[config.mk]
export PLATFORM = sky130hd
export DESIGN_NAME = uart_tx_responder
export DESIGN_NICKNAME = d
export VERILOG_FILES = /design/src/rtl/uart_tx_responder.sv
export SDC_FILE = /design/constraint.sdc
export NUM_CORES = 1
export LEC_CHECK = 0
export ABC_CLOCK_PERIOD_IN_PS = 7200
export CELL_PAD_IN_SITES_DETAIL_PLACEMENT = 1
export CELL_PAD_IN_SITES_GLOBAL_PLACEMENT = 1
export CORE_ASPECT_RATIO = 1.4
export CORE_MARGIN = 4
export CORE_UTILIZATION = 52
export DETAILED_ROUTE_END_ITERATION = 8
export HOLD_SLACK_MARGIN = 0.02
export PLACE_DENSITY_LB_ADDON = 0.1
export SYNTH_ARGS = -nofsm -noshare
export SYNTH_HDL_FRONTEND = slang
export SYNTH_SLANG_ARGS = --single-unit
export TNS_END_PERCENT = 50
[constraint.sdc]
create_clock -name clk -period 7.2 [get_ports clk]
set_input_delay 1.8 -clock clk [delete_from_list [all_inputs] [get_ports clk]]
set_output_delay 1.8 -clock clk [all_outputs]
set_load 0.03 [all_outputs]
[src/rtl/uart_tx_responder.sv]
// uart_tx_responder: accepts bytes from the core's UART send handshake into a
// small FIFO, acknowledges each with a one-cycle uart_send_valid pulse, and
// serialises them onto txd as 8N1 frames (LSB first, idle high).
module uart_tx_responder #(
  parameter int CLK_PER_BIT = 868,
  parameter int FIFO_DEPTH  = 4
) (
  input  logic                        clk,
  input  logic                        rstn,
  input  logic [7:0]                  uart_send_data,
  input  logic                        uart_send_ready,
  output logic                        uart_send_valid,
  output logic                        txd,
  output logic                        busy,
  output logic [$clog2(FIFO_DEPTH):0] fifo_count
);

  localparam int AW   = $clog2(FIFO_DEPTH);
  localparam int CW   = AW + 1;
  localparam int CNTW = $clog2(CLK_PER_BIT);
  localparam logic [CNTW-1:0] LAST_CNT = CNTW'(CLK_PER_BIT - 1);
  localparam logic [CW-1:0]   FULL_CNT = CW'(FIFO_DEPTH);

  typedef enum logic [1:0] {
    IDLE,
    START,
    DATA,
    STOP
  } state_t;

  state_t          r_state;
  logic [CNTW-1:0] r_cnt;
  logic [2:0]      r_bitIdx;
  logic [7:0]      r_shift;
  logic            r_txd;
  logic            r_valid;
  logic [7:0]      r_mem [FIFO_DEPTH];
  logic [AW-1:0]   r_wrPtr;
  logic [AW-1:0]   r_rdPtr;
  logic [CW-1:0]   r_count;

  state_t          w_stateNext;
  logic [CNTW-1:0] w_cntNext;
  logic [2:0]      w_bitNext;
  logic [7:0]      w_shiftNext;
  logic            w_txdNext;
  logic            w_pop;
  logic            w_push;
  logic            w_full;
  logic            w_baudDone;
  logic            w_notEmpty;

  // Full is judged on the registered count, so a same-cycle pop never frees room early.
  assign w_full     = (r_count == FULL_CNT);
  assign w_notEmpty = (r_count != '0);
  assign w_push     = uart_send_ready && !w_full && !r_valid;
  assign w_baudDone = (r_cnt == LAST_CNT);

  // Next-state, baud counter, shift register and txd value for the frame sequencer.
  always_comb begin
    w_stateNext = r_state;
    w_cntNext   = r_cnt + CNTW'(1);
    w_bitNext   = r_bitIdx;
    w_shiftNext = r_shift;
    w_pop       = 1'b0;
    w_txdNext   = 1'b1;
    case (r_state)
      IDLE: begin
        w_cntNext = '0;
        if (w_notEmpty) begin
          w_pop       = 1'b1;
          w_shiftNext = r_mem[r_rdPtr];
          w_stateNext = START;
        end
      end
      START: begin
        if (w_baudDone) begin
          w_cntNext   = '0;
          w_bitNext   = 3'd0;
          w_stateNext = DATA;
        end
      end
      DATA: begin
        if (w_baudDone) begin
          w_cntNext   = '0;
          w_shiftNext = r_shift >> 1;
          if (r_bitIdx == 3'd7) begin
            w_stateNext = STOP;
          end else begin
            w_bitNext = r_bitIdx + 3'd1;
          end
        end
      end
      STOP: begin
        if (w_baudDone) begin
          w_cntNext = '0;
          if (w_notEmpty) begin
            w_pop       = 1'b1;
            w_shiftNext = r_mem[r_rdPtr];
            w_stateNext = START;
          end else begin
            w_stateNext = IDLE;
          end
        end
      end
      default: begin
        w_cntNext   = '0;
        w_stateNext = IDLE;
      end
    endcase
    case (w_stateNext)
      START:   w_txdNext = 1'b0;
      DATA:    w_txdNext = w_shiftNext[0];
      default: w_txdNext = 1'b1;
    endcase
  end

  // Frame sequencer registers; txd comes straight from a flop so the pin never glitches.
  always_ff @(posedge clk) begin
    if (!rstn) begin
      r_state  <= IDLE;
      r_cnt    <= '0;
      r_bitIdx <= '0;
      r_shift  <= '0;
      r_txd    <= 1'b1;
    end else begin
      r_state  <= w_stateNext;
      r_cnt    <= w_cntNext;
      r_bitIdx <= w_bitNext;
      r_shift  <= w_shiftNext;
      r_txd    <= w_txdNext;
    end
  end

  // FIFO pointers, occupancy count and the one-cycle acknowledge pulse.
  always_ff @(posedge clk) begin
    if (!rstn) begin
      r_wrPtr <= '0;
      r_rdPtr <= '0;
      r_count <= '0;
      r_valid <= 1'b0;
    end else begin
      r_valid <= w_push;
      if (w_push) begin
        r_wrPtr <= r_wrPtr + AW'(1);
      end
      if (w_pop) begin
        r_rdPtr <= r_rdPtr + AW'(1);
      end
      case ({w_push, w_pop})
        2'b10:   r_count <= r_count + CW'(1);
        2'b01:   r_count <= r_count - CW'(1);
        default: r_count <= r_count;
      endcase
    end
  end

  // FIFO storage; contents need no reset because the pointers and count are cleared.
  always_ff @(posedge clk) begin
    if (w_push) begin
      r_mem[r_wrPtr] <= uart_send_data;
    end
  end

  assign uart_send_valid = r_valid;
  assign txd             = r_txd;
  assign fifo_count      = r_count;
  assign busy            = (r_state != IDLE) || w_notEmpty;

endmodule

==> results.rst <==
.. list-table::
   :header-rows: 1

   * - Metric
     - Value
   * - Maximum single-stage delay on the critical path
     - approximately 0.67 ns
   * - Layout cells sized above 1
     - 13.7%
   * - Path type of the worst min-delay path
     - register to register
   * - Max-slew headroom
     - 52.5%
   * - Sum of overflow across all layers after global routing
     - 0
   * - Number of clock sinks
     - 66
   * - Reg2Reg Depth
     - 10
   * - Top-area cell type share of the netlist area
     - between 30 and 40%
   * - Post-route DRC
     - 0
   * - Core Footprint
     - 0.00582 mm2
   * - Max Root-Sink Buffers
     - 2
   * - Leading register cell type out of synthesis
     - sky130_fd_sc_hd__dfxtp_1
   * - Initial cell density of the core
     - between 50% and 60%
   * - Relative contribution of the clock network to total power
     - 28.9%
   * - Die extent in y
     - about 100 um
   * - Number of pins with negative max-slew slack in the final report
     - 0
   * - Clock latency at the later pin of the worst-skew pair
     - around 0.34 ns
   * - Detailed router's first-iteration violation count
     - 66
   * - Clock-pin slew of the registers on the worst-case setup and hold paths
     - approximately 0.08 ns
   * - Worst-path maximum fanout
     - 7
   * - Worst vdd rail ir drop
     - about 0.00026 V
   * - Power share of the combinational group
     - 30.4%
   * - FP Rows
     - 33
   * - Distinct cell type count of the synthesized netlist
     - between 50 and 60
   * - Overall die area
     - ~0.0073 mm2
   * - Final Instance Area
     - roughly 0.0035 mm2
   * - Cell count after synthesis
     - between 200 and 300
   * - Part of the Yosys area used for sequential elements
     - between 50% and 60%
   * - Global placement routability congestion
     - between 0.7 and 0.8
   * - Post-synth design cell area
     - 0.00312 mm2
   * - Length of the first detailed-routing pass in iterations
     - 4
   * - TNS Setup
     - 0 ns
   * - Total vias in the final route
     - 2,029
   * - Launch instance of the worst register-to-register path
     - r_cnt[0]
   * - Number of buffers added for setup after CTS
     - 0
   * - Clock root cell
     - sky130_fd_sc_hd__clkbuf_8
   * - Fin Hold WS
     - around 0.47 ns
   * - Synth Register Bits
     - 66
   * - Setup slack of the worst register-to-register path
     - 4.12 ns
   * - Endpoint arrival time on the critical path
     - 2.01 ns
   * - Switching power
     - ~390 uW
   * - Final core utilization
     - slightly above 60%
   * - Final setup viols
     - 0
   * - Most frequent cell after synthesis
     - sky130_fd_sc_hd__dfxtp_1
   * - Vias per inst
     - 5.62
   * - CP Capture Point
     - busy
   * - Final HPWL DP
     - ~4400 um
   * - Critical path required time
     - ~5.4 ns
   * - Internal power contribution
     - 813 uW
   * - Total of fill cells in the finished design
     - a little over 600
   * - Die outline width
     - 73.4 um
   * - Fraction of power spent switching nets
     - 32.4%
   * - Critical-path top delay cell
     - sky130_fd_sc_hd__clkdlybuf4s50_1
   * - Actual slew at the worst max-slew pin
     - slightly above 0.7 ns
   * - Power density over the cells
     - 339 mW/mm2
   * - CP cell instances
     - inv_1, ha_1, nand2_1, clkdlybuf4s50_1
   * - Placed cell areas
     - around 0.0033 mm2
   * - Total number of yosys warnings
     - 0
   * - Initial antenna violation count
     - 0
   * - CTS tree
     - yes
   * - Number of hold buffers added after CTS
     - 0
   * - Overall fraction of global-route tracks in use
     - 18.8%
   * - Layout Skew
     - around 0.0095 ns
   * - Post-route setup slack
     - approximately 3.4 ns
   * - Leak pwr
     - around 1.3 nW
   * - Cell type with the largest total area after synthesis
     - sky130_fd_sc_hd__edfxtp_1
   * - Startpoint of the most critical setup path
     - r_state[0]
   * - Global-route wire length before repair
     - between 10,000 and 15,000 um
   * - Final net count
     - between 300 and 400
   * - Hold violation count in the final report
     - 0
   * - Kind of critical path
     - register to output port
   * - Number of top-level pins
     - 17
   * - H-tree level count
     - 3
   * - Pre-CTS setup slack
     - just over 3 ns
   * - Async S/R FF share, synth
     - 0%
   * - Destination of the worst register-to-register timing path
     - fifo_count[2]
   * - Synth Area per Inst
     - 11.7 um2
   * - Count of cells resized by post-cts repair
     - 0
   * - Routed Wire Length
     - 6000 um
   * - Wire per inst
     - approximately 17 um
   * - Crit. End Element
     - output port
   * - Via count of the first global-routing pass
     - about 2,200
   * - Synthesized net count
     - roughly 300
   * - Most frequent cells after synthesis
     - sky130_fd_sc_hd__dfxtp_1 (34), sky130_fd_sc_hd__edfxtp_1 (32), sky130_fd_sc_hd__nand2_1 (26)
   * - Part of the total power dissipated in sequential elements
     - around two fifths
   * - Fmax
     - 262 MHz
   * - Buffers added on ports
     - 16
   * - Pin count of the biggest net entering global routing
     - 21
   * - CTS buffer count
     - 9
   * - ANT nets after route
     - 0
   * - Area growth from synthesis to layout
     - 13.6%
   * - Diode count
     - 0
   * - Category of the worst setup path launch point
     - register
   * - EDFF count, synth
     - 32
   * - Portion of the clock cycle consumed by the worst path in the final layout
     - between 50% and 60%
   * - Final worst path period need
     - approximately 3.8 ns
   * - Max-capacitance violation count
     - 0
   * - Status
     - completed
   * - Setup repair after global routing missed its margin
     - false
   * - Top area cells in the synthesized netlist
     - sky130_fd_sc_hd__edfxtp_1 (31%), sky130_fd_sc_hd__dfxtp_1 (22%), sky130_fd_sc_hd__mux4_2 (5.8%)
## power groups by stage
stage	registers (mW)	clock network [mW]	logic [mW]
3_3_place_gp	0.496	0	0.351
2_1_floorplan	0.489	0	0.275
4_1_cts	0.490	0.358	0.372
3_5_place_dp	0.498	0	0.365
6_report	0.489	0.347	0.366
5_1_grt	0.497	0.378	0.414
## layer usage
layer / share of wire, % / global-route usage, %
met1: 41 / 21.1
met2: 54 / 32.8
met3: 2.5 / 5.97
met4: 1.9 / 6.97
met5: 0 / 0
## final cells by class
type,instances,area (um2),share of cell area (%)
Timing Repair Buffer,17,168,4.73
Multi-Input combinational cell,179,1370,38.7
Clock inverter,7,100,2.83
Tap cell,70,87.6,2.47
Sequential cell,66,1640,46.3
Clock buffer,9,124,3.50
Inverter,13,48.8,1.38
## logic make-up after synthesis
logic type	count (synthesis)	share of synthesized area, %
compound gates	41	10.2
xor+xnor	12	3.37
fa+ha+maj	14	5.86
buf+inv	22	3.33
flops	66	52.6
mux	10	6.42
simple gates	102	18.2
## per-stage QoR
stage,power (mW),cells
finish,1.20,361
global route,1.29,361
CTS,1.22,361
detailed placement,0.863,345
global placement,0.847,345
floorplan,0.764,267
## sequential cells by signal, summed over array words and instances, names as in the netlist, named ones only
| register | count |
|---|---|
| r_shift | 8 |
| fifo_count | 3 |
| uart_send_valid | 1 |
| r_wrPtr | 2 |
| r_rdPtr | 2 |
| r_bitIdx | 3 |
| txd | 1 |
| r_mem | 32 |
| r_cnt | 10 |
| r_state | 2 |
## layout by cell type, fill, tap and decap left out, drive strengths merged, types with 8 or more instances in the layout
cell / synthesis / layout
o21ai: 9 / 9
ha: 13 / 13
and2: 15 / 15
mux4: 8 / 8
nand2: 26 / 26
dfxtp: 34 / 34
clkbuf: 4 / 9
nor3: 13 / 13
inv: 13 / 15
edfxtp: 32 / 32
a21oi: 9 / 9
nor2: 21 / 21
clkdlybuf4s50: 0 / 16
## worst min path at each step
stage	startpoint	endpoint	slack, ns	cells past startpoint
2_1_floorplan	r_cnt[0]	r_cnt[0]	0.43	1
3_3_place_gp	r_cnt[0]	r_cnt[0]	0.45	1
3_5_place_dp	r_cnt[0]	r_cnt[0]	0.46	1
4_1_cts	r_cnt[0]	r_cnt[0]	0.49	1
5_1_grt	r_cnt[0]	r_cnt[0]	0.51	1
6_report	r_cnt[0]	r_cnt[0]	0.47	1
## worst max-delay path, delay by kind of cell, from the launching register on
kind,cells,cell delay (ns)
fa+ha+maj,1,0.29
flops,1,0.47
simple gates,1,0.11
buf+inv,2,0.80
No activity file was read; power rests on OpenSTA's default activity.
